### src/rtl/range_counter_pkg.sv
// Shared types for the range counter: counting modes and direction encoding.
package range_counter_pkg;

    typedef enum logic [1:0] {
        WRAP     = 2'd0,
        SATURATE = 2'd1,
        BOUNCE   = 2'd2,
        ONESHOT  = 2'd3
    } mode_e;

    localparam logic DIR_UP = 1'b0;
    localparam logic DIR_DN = 1'b1;

endpackage

### src/rtl/range_counter_next.sv
// Combinational next-count, wrap-pulse, done and direction computation.
module range_counter_next
    import range_counter_pkg::*;
#(
    parameter int unsigned WIDTH  = 8,
    parameter int unsigned STEP_W = 4
) (
    input  logic [WIDTH-1:0]  count,
    input  logic [WIDTH-1:0]  lo,
    input  logic [WIDTH-1:0]  hi,
    input  logic [STEP_W-1:0] step,
    input  mode_e             mode,
    input  logic              dir,
    output logic [WIDTH-1:0]  next_count,
    output logic              next_wrap,
    output logic              next_done,
    output logic              next_dir
);

    // One guard bit above the widest operand keeps count +/- step from aliasing.
    localparam int unsigned AW = ((WIDTH > STEP_W) ? WIDTH : STEP_W) + 1;

    logic [AW-1:0] cnt_w, lo_w, hi_w, step_w, sum_w, dif_w, dn_lim_w;
    logic          out_of_range, over_up, reach_up, under_dn, reach_dn;

    assign cnt_w    = AW'(count);
    assign lo_w     = AW'(lo);
    assign hi_w     = AW'(hi);
    assign step_w   = (step == '0) ? AW'(1) : AW'(step);
    assign sum_w    = cnt_w + step_w;
    assign dif_w    = cnt_w - step_w;
    // count - step < lo is evaluated as count < lo + step to avoid underflow.
    assign dn_lim_w = lo_w + step_w;

    assign out_of_range = (count < lo) || (count > hi);
    assign over_up      = sum_w > hi_w;
    assign reach_up     = sum_w >= hi_w;
    assign under_dn     = cnt_w < dn_lim_w;
    assign reach_dn     = cnt_w <= dn_lim_w;

    always_comb begin
        next_count = count;
        next_wrap  = 1'b0;
        next_done  = 1'b0;
        next_dir   = dir;
        if (out_of_range) begin
            next_count = (dir == DIR_UP) ? lo : hi;
            next_wrap  = 1'b1;
        end else begin
            case (mode)
                WRAP: begin
                    if (dir == DIR_UP) begin
                        next_count = over_up ? lo : WIDTH'(sum_w);
                        next_wrap  = over_up;
                    end else begin
                        next_count = under_dn ? hi : WIDTH'(dif_w);
                        next_wrap  = under_dn;
                    end
                end
                SATURATE: begin
                    if (dir == DIR_UP) next_count = over_up ? hi : WIDTH'(sum_w);
                    else               next_count = under_dn ? lo : WIDTH'(dif_w);
                end
                BOUNCE: begin
                    if (dir == DIR_UP) begin
                        next_count = over_up ? hi : WIDTH'(sum_w);
                        next_wrap  = over_up;
                        next_dir   = over_up ? DIR_DN : DIR_UP;
                    end else begin
                        next_count = under_dn ? lo : WIDTH'(dif_w);
                        next_wrap  = under_dn;
                        next_dir   = under_dn ? DIR_UP : DIR_DN;
                    end
                end
                ONESHOT: begin
                    if (dir == DIR_UP) begin
                        next_count = reach_up ? hi : WIDTH'(sum_w);
                        next_done  = reach_up;
                    end else begin
                        next_count = reach_dn ? lo : WIDTH'(dif_w);
                        next_done  = reach_dn;
                    end
                end
            endcase
        end
    end

endmodule

### src/rtl/range_counter.sv
// Bounded up/down counter with wrap, saturate, bounce and one-shot modes.
module range_counter
    import range_counter_pkg::*;
#(
    parameter int unsigned WIDTH  = 8,
    parameter int unsigned STEP_W = 4
) (
    input  logic              clk,
    input  logic              rst,
    input  logic              en,
    input  logic              load,
    input  logic [WIDTH-1:0]  d_in,
    input  logic              up_dn,
    input  logic [STEP_W-1:0] step,
    input  logic [WIDTH-1:0]  lo,
    input  logic [WIDTH-1:0]  hi,
    input  logic [1:0]        mode,
    output logic [WIDTH-1:0]  count,
    output logic              tc,
    output logic              wrap,
    output logic              done,
    output logic              cfg_err
);

    mode_e            mode_m, mode_q;
    logic             dir_q, eff_dir, act_dir, bounce_entry, hold_done;
    logic [WIDTH-1:0] nxt_count;
    logic             nxt_wrap, nxt_done, nxt_dir;

    assign mode_m  = mode_e'(mode);
    assign cfg_err = lo > hi;

    // Entering BOUNCE re-seeds the bounce direction from up_dn.
    assign bounce_entry = (mode_m == BOUNCE) && (mode_q != BOUNCE);
    assign eff_dir      = bounce_entry ? up_dn : dir_q;
    assign act_dir      = (mode_m == BOUNCE) ? eff_dir : up_dn;
    assign hold_done    = done && (mode_m == ONESHOT);

    assign tc = ((count == hi) && (act_dir == DIR_UP)) ||
                ((count == lo) && (act_dir == DIR_DN));

    range_counter_next #(
        .WIDTH  (WIDTH),
        .STEP_W (STEP_W)
    ) u_next (
        .count      (count),
        .lo         (lo),
        .hi         (hi),
        .step       (step),
        .mode       (mode_m),
        .dir        (act_dir),
        .next_count (nxt_count),
        .next_wrap  (nxt_wrap),
        .next_done  (nxt_done),
        .next_dir   (nxt_dir)
    );

    // Priority: reset > load > config error hold > enabled count > hold.
    always_ff @(posedge clk or posedge rst) begin
        if (rst) begin
            count  <= '0;
            wrap   <= 1'b0;
            done   <= 1'b0;
            dir_q  <= DIR_UP;
            mode_q <= WRAP;
        end else begin
            mode_q <= mode_m;
            if (load) begin
                count <= d_in;
                wrap  <= 1'b0;
                done  <= 1'b0;
                dir_q <= up_dn;
            end else if (!cfg_err && en && !hold_done) begin
                count <= nxt_count;
                wrap  <= nxt_wrap;
                done  <= done | nxt_done;
                dir_q <= nxt_dir;
            end else begin
                wrap  <= 1'b0;
                dir_q <= eff_dir;
            end
        end
    end

endmodule

### config.mk
export PLATFORM = sky130hd
export DESIGN_NAME = range_counter
export DESIGN_NICKNAME = d
export VERILOG_FILES = /design/src/rtl/range_counter_pkg.sv /design/src/rtl/range_counter_next.sv /design/src/rtl/range_counter.sv
export SDC_FILE = /design/constraint.sdc
export NUM_CORES = 1
export LEC_CHECK = 0
export ABC_AREA = 0
export BUFFER_PORTS_ARGS = -buffer_cell sky130_fd_sc_hd__buf_2
export CAP_MARGIN = 10
export CORE_UTILIZATION = 40
export CTS_CLUSTER_SIZE = 40
export DETAILED_ROUTE_END_ITERATION = 10
export SKIP_CTS_REPAIR_TIMING = 1
export SYNTH_ARGS = -nofsm -noshare
export SYNTH_HDL_FRONTEND = slang
export SYNTH_HIERARCHICAL = 1
export SYNTH_SLANG_ARGS = --single-unit
### constraint.sdc
create_clock -name clk -period 4 [get_ports clk]
set_clock_uncertainty 0.2 [all_clocks]
set_input_delay 0 -clock clk [delete_from_list [all_inputs] [get_ports clk]]
set_output_delay 0 -clock clk [all_outputs]
set_load 0.02 [all_outputs]
After elaboration in Yosys (flattened, before gate mapping)
Index checks and enable logic that the tools add are counted.
Operators by class
  $add $sub $neg: 3
  order comparisons: 7
  reductions and logical operators: 15
  divide/modulo/power cells: 0
  multiplexer cells: 34
  shift-type cells: 0
  bitwise gates (word level): 2
  multiply operators: 0
  equality and inequality tests: 6
Operators by type and width (count)
  $mux 8: 13
  $pmux 8 s3: 1
  $mux 1: 19
  $add 8x9->9: 2
  $eq 8x8->1: 2
  $gt 8x8->1: 2
  $ge 9x8->1: 1
  $gt 9x8->1: 1
  $le 8x9->1: 1
  $lt 8x9->1: 1
  $lt 8x8->1: 1
  $sub 8x8->8: 1
  $logic_and 1x1->1: 6
  $eq 2x2->1 const B: 2
  $logic_not 4->1: 1
  $mux 4: 1
  $reduce_or 2->1: 2
  $eq 2x1->1 const B: 1
  $logic_not 1->1: 2
  $logic_not 2->1: 1
  $logic_or 1x1->1: 2
  $ne 2x2->1 const B: 1
  $reduce_bool 2->1: 1
  $not 1->1: 1
  $or 1x1->1: 1
Storage, ports and cells
  memories: 0
  word-level logic and storage cells: 72
  bits in latches: 0
  bits in registers: 13
  output and inout port bits: 12
  bits in writable memories: 0
  bits in read-only memories: 0

Longest topological paths before layout
Gate-level depths: netlist of run 1.
  word-level depth: 10
  gate-level depth with buffers: 21
  depth with buffers taken out: 20

Hierarchy
The synthesis of run 1 kept the hierarchy.
Modules (own cells, without submodules)
  range_counter_next: cells an instance 342, instances 1, area each 2497.4 sq um
  range_counter: cells an instance 99, instances 1, area each 1049.8 sq um

Least setup slack after synthesis of run 1
OpenSTA, ideal clock, no wires.
  path kind: register to register
  start: reg count[0]
  end: reg count[1]
  arrival: 4127 ps
  cell stages (with the launch flop): 17
  period minus slack after synthesis: 4451 ps
  slack: -451 ps
  path through: dfrtp_1 > ha_1 > fa_1 > nand2b_4 > a21oi_4 > and3_1 > xor2_1 > ha_1 > nand3_1 > o221ai_1 > nor4_4 > mux2i_1 > o221ai_1 > a41o_1 > a31o_1 > mux2_4 > mux2_2
Between the ends
  cells in the longest elaborated chain, start to end: 8
  elaborated cells on any way between the ends: 22
Ends and longest elaborated chain
  start: declaration: line range_counter.sv:18  | output logic [WIDTH-1:0] count,
  start signal: assignment: line range_counter.sv:69  | count <= d_in;
  start signal: assignment: line range_counter.sv:74  | count <= nxt_count;
  $add 8x9->9: line range_counter_next.sv:30  | assign sum_w = cnt_w + step_w;
  $ge 9x8->1 / $gt 9x8->1 (equally long branches): line range_counter_next.sv:37, range_counter_next.sv:36
  $mux 8, on equally long branches (2 in series)
  $pmux 8 s3: line range_counter_next.sv:50  | case (mode)
  $mux 8 (*): line range_counter_next.sv:46  | if (out_of_range) begin
  named net nxt_count[1]: line range_counter.sv:27  | logic [WIDTH-1:0] nxt_count;
  $mux 8 (*): line range_counter.sv:73  | end else if (!cfg_err && en && !hold_done) begin
  $mux 8 (*): line range_counter.sv:68  | if (load) begin
Mark *: on every way through the listed nets, which the timed path passes. The rest lies on a longest branch. The select of a mux whose other input is x is not followed.
A chain may end at the register's enable or synchronous reset.

Final worst setup path of run 1
Same ends and word-level chain as after synthesis.

==> results of run 1 <==
==> layout make-up <==
class                   count  area (sq um)  area share, %
multi-input cells         366          3180           67.8
repair buffers            122           840           17.9
flip-flops and latches     13           330           7.03
inverters                  43           165           3.52
well taps                 105           131           2.80
clock buffers               4          45.0          0.959
==> flip-flops by register name (all words and copies together) (netlist names) <==
| name | count |
|---|---|
| dir_q | 1 |
| mode_q | 2 |
| done | 1 |
| count | 8 |
| wrap | 1 |
==> Yosys cell counts, drive strengths merged, types with 5 or more instances <==
cell    instances
o211ai          5
o21ai          20
nor3            8
o22ai           6
o221ai          5
nand4           5
buf            10
a211oi         16
xnor2          17
a21oi          32
inv            43
nand2          23
nand2b          9
dfrtp          13
nor4            6
a21o            5
xor2           16
nor2           34
clkbuf          9
ha             54
nand3          10
mux2i          18
mux2           18
nor2b           6
==> metrics by stage <==
stage	setup WS (ns)	power, mW	hold slack [ns]
after floorplan	-0.0720	1.12	-0.323
after global placement	-0.164	1.59	-0.133
after detailed placement	-0.283	1.61	-0.112
after CTS	-0.215	1.74	-0.386
after global routing	-0.330	2.01	0.221
final	-0.210	1.87	0.144
==> path summary, 6_finish.rpt <==
kind                       cells past startpoint  startpoint        to
setup / recovery                              16    count[0]  count[1]
max in group asynchronous                      3         rst  count[1]
setup reg to reg                              16    count[0]  count[1]
hold reg to reg                                2        done      done
hold / removal                                 3         rst  count[7]
min in group clk                               5       hi[2]  count[2]
==> logic make-up after synthesis <==
family / synth area share [%]
flops: 9.17
fa+ha+maj: 20.7
xor+xnor: 8.15
simple gates: 18.2
mux: 11.5
buf+inv: 7.62
compound gates: 24.6
==> worst register-to-register path, stage by stage (launching register included) <==
cell and delay [ns]:
dfrtp_2 0.45, ha_4 0.19, fa_2 0.42, nand2b_4 0.10
a21oi_4 0.07, and3_4 0.21, xor2_4 0.16, ha_4 0.30
nand3_4 0.11, a211oi_4 0.29, nor2_4 0.08, o21a_4 0.24
or3_1 0.32, a41o_1 0.24, a31o_1 0.20, mux2_4 0.26
mux2_2 0.26
==> cells in the final DEF (no fill, tap or decap), drive strengths merged, types with 8 or more instances in the layout <==
master,Yosys,routed
a211oi,16,16
a21oi,32,32
buf,10,108
dfrtp,13,13
dlygate4sd3,0,14
ha,54,54
inv,43,42
mux2,18,18
mux2i,18,18
nand2,23,23
nand2b,9,9
nand3,10,10
nor2,34,34
nor3,8,8
o21ai,20,20
xnor2,17,17
xor2,16,16
==> metal layers <==
metal	vias up	track usage (%)	part of all wire (%)	wire length [um]
met5	-	0	0	0
met4	0	6.09	2.4	319
met3	23	4.27	5.1	686
met2	137	50.9	49	6560
met1	1836	37.3	44	5920
li1	1833	-	-	-
==> power groups by stage <==
stage	registers, mW	clock network [mW]	logic [mW]
2_1_floorplan	0.217	0	0.898
3_3_place_gp	0.180	0	1.41
3_5_place_dp	0.181	0	1.43
4_1_cts	0.178	0.127	1.44
5_1_grt	0.180	0.133	1.69
6_report	0.179	0.122	1.57
==> results.json, run 1 <==
{
  "ir_worst_vdd_v": 0.000154,
  "finalSetupViolCount": 8,
  "ys_ff_latch": 13,
  "place_area_sq_mm": 0.00435,
  "crit_family": "compound AO/OA/AOI/OAI gates",
  "gp_congestion": 0.909,
  "worstMarginPinSlew_ns": 0.551,
  "grt_overflow": 0,
  "powerDensity_mw_per_mm2": 399,
  "grt_pass1_wl_um": 19700,
  "dp_hpwl_um": 10700,
  "syn_inst": 441,
  "viasPerCell": 5.86,
  "clk_latency_ns": 0.24,
  "seq_area_frac_synth_pct": 9.17,
  "path_class": "flip-flop to flip-flop",
  "crit_slowest_cell": "dfrtp_2",
  "synth_ff_type": "dfrtp_1",
  "required_ns": 3.93,
  "drive_above_1_share_pct": 32.8,
  "die_area_sq_mm": 0.00925,
  "p_int_uw": 948,
  "drv_slew": 0,
  "power_frac_comb_pct": 83.9,
  "track_usage_pct": 29.0,
  "violations": "negative setup slack",
  "die_w_um": 96.2,
  "setup-tns-final_ns": -1.16,
  "clock.fmax_mhz": 238,
  "num-fill-cells": 814,
  "initial_core_util_pct": 42.3,
  "synthArstFlopShare_pct": 100,
  "fin_util_pct": 56.0,
  "cp_num_buf_inv": 0,
  "synth_nets": 533,
  "setup_ws_ns": -0.210,
  "postSynthAreaPerCell_sq_um": 8.04,
  "ioPinCount": 47,
  "end_kind": "flip-flop",
  "period_share_pct": 105,
  "hold_viol": 0,
  "wl_per_cell_um": 20.7,
  "crit_top_cell": "ha_4",
  "clkTransAtPathRegs_ns": 0.06,
  "r2r_slack_ns": -0.21,
  "rows": 33,
  "core-area_sq_mm": 0.00838,
  "status": "complete, but fails checks",
  "grt_pass1_vias": 3588,
  "ys_types": 71,
  "holdCritPathClass": "input pin to async pin",
  "worstPathArrival_ns": 4.14,
  "switching_share_pct": 49.4,
  "portBuffers": 46,
  "syn_area_sq_mm": 0.00355,
  "pwr-share-seq_pct": 9.6,
  "wirelength_um": 13500,
  "area.growth.synth_to_final_pct": 32.4,
  "cp-start-kind": "flip-flop",
  "dp.cells": 628,
  "synth_top_area_cell": "ha_1",
  "cpPeakStageDelay_ns": 0.45,
  "drv_cap": 0,
  "synth_area_leaders": "ha_1 19%, dfrtp_1 9.2%, mux2i_1 5.1%",
  "fin_area_sq_mm": 0.00470,
  "cp_max_fo": 7,
  "maxSlewHeadroom_pct": 63.2,
  "cts_tree": "done",
  "antenna_left": 0,
  "switching_power_uw": 927,
  "htree_num_levels": 1,
  "dr.pass1.iters": 5,
  "p_leak_nw": 2.21,
  "vias": 3829,
  "grt_start_max_net_pins": 28,
  "numClockSinks": 13,
  "synth_edf_count": 0,
  "rsz0062_at_grt": "true",
  "root_buffer": "clkbuf_8",
  "path_cells": "ha_4, fa_2, nand2b_4, a21oi_4, and3_4, xor2_4, ha_4, nand3_4, a211oi_4, nor2_4, o21a_4, or3_1, a41o_1, a31o_1, mux2_4, mux2_2",
  "stdcell_count": 653,
  "cts_made_buffers": 3,
  "nets": 641,
  "grt_antenna_before_repair": 0,
  "die_y_um": 96.2,
  "clkPwrFrac_pct": 6.5,
  "yosys_warnings": 6,
  "first_iter_violations": 356,
  "min_period_ns": 4.21,
  "drcViolationCount": 0,
  "clk_path_buf_depth": 2,
  "synth_top_area_share_pct": 19.0,
  "n_antenna_cell": 0
}
No activity file was read; power rests on OpenSTA's default activity.
==> run 2: changes to the inputs <==
--- a/config.mk
+++ b/config.mk
@@ -11,6 +11,7 @@
 export CORE_UTILIZATION = 40
 export CTS_CLUSTER_SIZE = 40
 export DETAILED_ROUTE_END_ITERATION = 10
+export RECOVER_POWER = 50
 export SKIP_CTS_REPAIR_TIMING = 1
 export SYNTH_ARGS = -nofsm -noshare
 export SYNTH_HDL_FRONTEND = slang
==> run 2 against run 1 <==
Net effect: the run still ends with negative setup slack left; combinational power barely moved; fmax barely moved; sequential cell count did not move; final cell count did not move; wire length fell by 0.27%; global-route usage did not move; core utilization fell by 0.060 points; hold slack got worse by 0.00097 ns; die area did not move; first-iteration DRC count fell by 1.4%; total power barely moved; sequential power barely moved; highest routed layer unchanged.
==> results.json, run 2 (synthesis results as in run 1) <==
{
  "status": "complete, but fails checks",
  "violations": "negative setup slack",
  "num-fill-cells": 816,
  "wirelength_um": 13500,
  "cts_made_buffers": 3,
  "clock.fmax_mhz": 237,
  "track_usage_pct": 29.0,
  "hold_viol": 0,
  "r2r-start": "count[0]",
  "top_regs": "count x8, mode_q x2",
  "portBuffers": 46,
  "viasPerCell": 5.86,
  "cp_max_fo": 7,
  "n_antenna_cell": 0,
  "dr.pass1.iters": 5,
  "grt_antenna_before_repair": 0,
  "die_area_sq_mm": 0.00925,
  "core-area_sq_mm": 0.00838,
  "drive_above_1_share_pct": 32.1,
  "setup.worst_path.start": "count[0]",
  "powerDensity_mw_per_mm2": 399,
  "die_w_um": 96.2,
  "rows": 33,
  "cts_tree": "done",
  "root_buffer": "clkbuf_8",
  "area.growth.synth_to_final_pct": 32.2,
  "largest_reg_flops": 8,
  "finalSetupViolCount": 8,
  "top_register": "count",
  "holdCritPathClass": "input pin to async pin",
  "reg2reg_depth": 16,
  "vias": 3827,
  "clk_path_buf_depth": 2,
  "htree_num_levels": 1,
  "setup.worst_path.end": "count[1]",
  "clkTransAtPathRegs_ns": 0.06,
  "layout_commonest_cell": "buf_4",
  "p_leak_nw": 2.20,
  "nets": 641,
  "final_cell_mix": "61 x buf_4, 49 x ha_1, 42 x buf_2",
  "gp_congestion": 0.909,
  "finalPower_mw": 1.87,
  "path_class": "flip-flop to flip-flop",
  "required_ns": 3.93,
  "drv_slew": 0,
  "antenna_left": 0,
  "r2r_slack_ns": -0.21,
  "grt_overflow": 0,
  "end_kind": "flip-flop",
  "numClockSinks": 13,
  "grt_pass1_wl_um": 19700,
  "drv_cap": 0,
  "die_y_um": 96.2,
  "first_iter_violations": 351,
  "ir_worst_vdd_v": 0.000155,
  "grt_start_max_net_pins": 28,
  "worstPathArrival_ns": 4.14,
  "initial_core_util_pct": 42.3,
  "rsz0062_at_grt": "true",
  "stdcell_count": 653,
  "cp-start-kind": "flip-flop",
  "setup_ws_ns": -0.212,
  "maxSlewHeadroom_pct": 63.1,
  "drcViolationCount": 0,
  "min_period_ns": 4.21,
  "ioPinCount": 47,
  "dp.cells": 628,
  "period_share_pct": 105,
  "dp_slack_ns": -0.283,
  "hold_slack_ns": 0.143,
  "dp_hpwl_um": 10700,
  "worstMarginPinSlew_ns": 0.553,
  "r2r-end": "count[1]",
  "grt_pass1_vias": 3588,
  "wl_per_cell_um": 20.6,
  "clk_latency_ns": 0.25
}
==> run 2: changes by cell type in the layout (fill, tap and decap cells not counted), sizes merged <==
cell | previous run | this run
buf | 108 | 104
clkbuf | 4 | 8
==> run 2: report_power, final <==
| part | total [mW] | switching (mW) | internal [mW] |
|---|---|---|---|
| logic | 1.57 | 0.845 | 0.725 |
| registers | 0.180 | 0.0274 | 0.152 |
| clock network | 0.124 | 0.0532 | 0.0705 |
| total | 1.87 | 0.926 | 0.947 |
==> run 2: worst max-delay path, cell delays in order, from the launching register on <==
cell,delay [ns]
dfrtp_2,0.45
ha_4,0.19
fa_2,0.42
nand2b_4,0.10
a21oi_4,0.07
and3_4,0.21
xor2_4,0.16
ha_4,0.30
nand3_4,0.11
a211oi_4,0.28
nor2_4,0.08
o21a_4,0.24
or3_1,0.32
a41o_1,0.24
a31o_1,0.20
mux2_4,0.26
mux2_2,0.26
==> run 2: how the worst min path moves through the flow <==
stage / startpoint / slack (ns) / end / cells after the start
final: rst / 0.14 / done / 3
after global routing: rst / 0.22 / done / 3
after CTS: rst / -0.39 / count[7] / 2
after detailed placement: rst / -0.11 / count[7] / 2
after global placement: rst / -0.13 / count[7] / 2
after floorplan: rst / -0.32 / count[4] / 1
==> run 2: final cells by class <==
class	count	area, sq um	area share, %
Multi-Input combinational cell	366	3180	67.9
Timing Repair Buffer	122	835	17.8
Sequential cell	13	330	7.04
Inverter	43	165	3.52
Tap cell	105	131	2.80
Clock buffer	4	45.0	0.960
==> run 2: routing by layer <==
metal  vias up  GRT usage [%]  routed length (um)
li1       1834              -                   -
met1      1849           37.3                5880
met2       125           50.9                6620
met3        19           4.27                 694
met4         0           6.09                 257
met5         -              0                   0
==> run 2: per-stage QoR <==
step           util [%]  instance area (sq um)  setup TNS (ns)
2_1_floorplan         -                   3690          -0.105
3_3_place_gp       51.9                   4350          -0.933
3_5_place_dp       51.9                   4350           -1.53
4_1_cts            52.4                   4390           -1.24
5_1_grt            56.0                   4690           -2.23
6_report           56.0                   4690           -1.14
==> run 3: changes to the inputs <==
--- a/config.mk
+++ b/config.mk
@@ -12,6 +12,7 @@
 export CTS_CLUSTER_SIZE = 40
 export DETAILED_ROUTE_END_ITERATION = 10
 export RECOVER_POWER = 50
+export REMOVE_ABC_BUFFERS = 1
 export SKIP_CTS_REPAIR_TIMING = 1
 export SYNTH_ARGS = -nofsm -noshare
 export SYNTH_HDL_FRONTEND = slang
==> run 3 against run 2 <==
Net effect: non-clock buffer count is 13 higher; core utilization is 1.8 points higher; largest power group unchanged; sequential power about the same; the run still ends with negative setup slack left; sequential share of layout area is 0.27 points lower; first-iteration DRC count is 14% lower; register-to-register slack improved by 0.06 ns; die area did not move; final cell count increased by 2.0%; clock power is essentially flat; clock-buffer cell count is the same.
==> results.json, run 3 (synthesis results as in run 1) <==
{
  "cpPeakStageDelay_ns": 0.41,
  "n_antenna_cell": 0,
  "die_area_sq_mm": 0.00925,
  "portBuffers": 46,
  "rows": 33,
  "dp_slack_ns": -0.538,
  "hold_slack_ns": 0.145,
  "drv_cap": 0,
  "p_leak_nw": 2.28,
  "clk_path_buf_depth": 2,
  "num-fill-cells": 805,
  "worstPathArrival_ns": 4.09,
  "cp_max_fo": 3,
  "holdCritPathClass": "input pin to async pin",
  "cp-start-kind": "flip-flop",
  "cts_tree": "done",
  "crit_slowest_cell": "dfrtp_1",
  "track_usage_pct": 30.6,
  "final_cell_mix": "72 x buf_4, 46 x ha_1, 42 x buf_2",
  "stdcell_count": 666,
  "drv_slew": 0,
  "cts_made_buffers": 3,
  "die_y_um": 96.2,
  "status": "complete, but fails checks",
  "vias": 3938,
  "rsz0062_at_grt": "true",
  "nets": 654,
  "first_iter_violations": 303,
  "grt_start_max_net_pins": 26,
  "clock.fmax_mhz": 241,
  "area.growth.synth_to_final_pct": 36.5,
  "path_cells": "ha_2, fa_2, nand2b_4, a21oi_4, and3_4, xor2_4, ha_4, nand3_4, a211oi_4, nor2_2, o21ai_1, o22a_1, o22ai_1, a2111oi_2, nor3_1, mux2_4, mux2_2",
  "violations": "negative setup slack",
  "grt.busiest_layer": "met2",
  "maxSlewHeadroom_pct": 62.0,
  "numClockSinks": 13,
  "grt_pass1_vias": 3646,
  "antenna_left": 0,
  "fin_area_sq_mm": 0.00484,
  "drcViolationCount": 0,
  "wirelength_um": 14200,
  "gp_congestion": 0.939,
  "top_regs": "count x8, mode_q x2",
  "root_buffer": "clkbuf_8",
  "finalSetupViolCount": 8,
  "core-area_sq_mm": 0.00838,
  "initial_core_util_pct": 42.3,
  "min_period_ns": 4.15,
  "worstMarginPinSlew_ns": 0.569,
  "clk_latency_ns": 0.25,
  "required_ns": 3.94,
  "powerDensity_mw_per_mm2": 411,
  "path_class": "flip-flop to flip-flop",
  "viasPerCell": 5.91,
  "grtUsageMet1_pct": 39.6,
  "hold_viol": 0,
  "dr.pass1.iters": 6,
  "top_register": "count",
  "end_kind": "flip-flop",
  "dp_hpwl_um": 11000,
  "place_area_sq_mm": 0.00431,
  "ioPinCount": 47,
  "setup_ws_ns": -0.151,
  "period_share_pct": 104,
  "grtUsageMet3_pct": 6.40,
  "use_met2_pct": 50.2,
  "htree_num_levels": 1,
  "ir_worst_vdd_v": 0.000136,
  "largest_reg_flops": 8,
  "grt_pass1_wl_um": 20500,
  "grt_overflow": 0,
  "layout_commonest_cell": "buf_4",
  "die_w_um": 96.2,
  "drive_above_1_share_pct": 34.4,
  "grt_antenna_before_repair": 0,
  "wl_per_cell_um": 21.3,
  "dp.cells": 641,
  "clkTransAtPathRegs_ns": 0.06,
  "finalPower_mw": 1.99
}
## run 3: final timing paths
kind	start	endpoint	cells after the start	slack, ns
max	count[0]	count[7]	17	-0.15
min	rst	done	3	0.15
min in group clk	hi[7]	count[7]	5	0.27
max reg2reg	count[0]	count[7]	17	-0.15
max in group asynchronous	rst	count[1]	3	3.05
min reg2reg	done	done	2	0.36
## run 3: metrics by stage
stage	util (%)	setup TNS, ns
2_1_floorplan	-	-3.96
3_3_place_gp	51.4	-3.63
3_5_place_dp	51.4	-3.94
4_1_cts	52.0	-4.25
5_1_grt	57.8	-1.70
6_report	57.8	-0.777
## run 3: cell type report
type	instances	area (sq um)	area share (%)
clock buffer	4	45.0	0.930
inverter	43	161	3.33
tap	105	131	2.71
sequential	13	328	6.77
multi-input combinational	366	3240	66.8
timing repair buffer	135	940	19.4
## run 3: critical path: cells and delay by family (launching register included)
family / cells / cell delay, ns
xor+xnor: 1 / 0.16
fa+ha+maj: 3 / 0.92
compound gates: 6 / 1.20
mux: 2 / 0.52
simple gates: 5 / 0.62
flops: 1 / 0.41
## run 3: report_power, final
group	internal, mW	switching (mW)
clock	0.0706	0.0545
sequential	0.151	0.0314
combinational	0.778	0.907
total	0.999	0.993
## run 3: metal layers
layer / wire length (um) / vias up
met5: 0 / -
met4: 457 / 0
li1: - / 1862
met1: 6000 / 1868
met2: 6520 / 171
met3: 1240 / 37
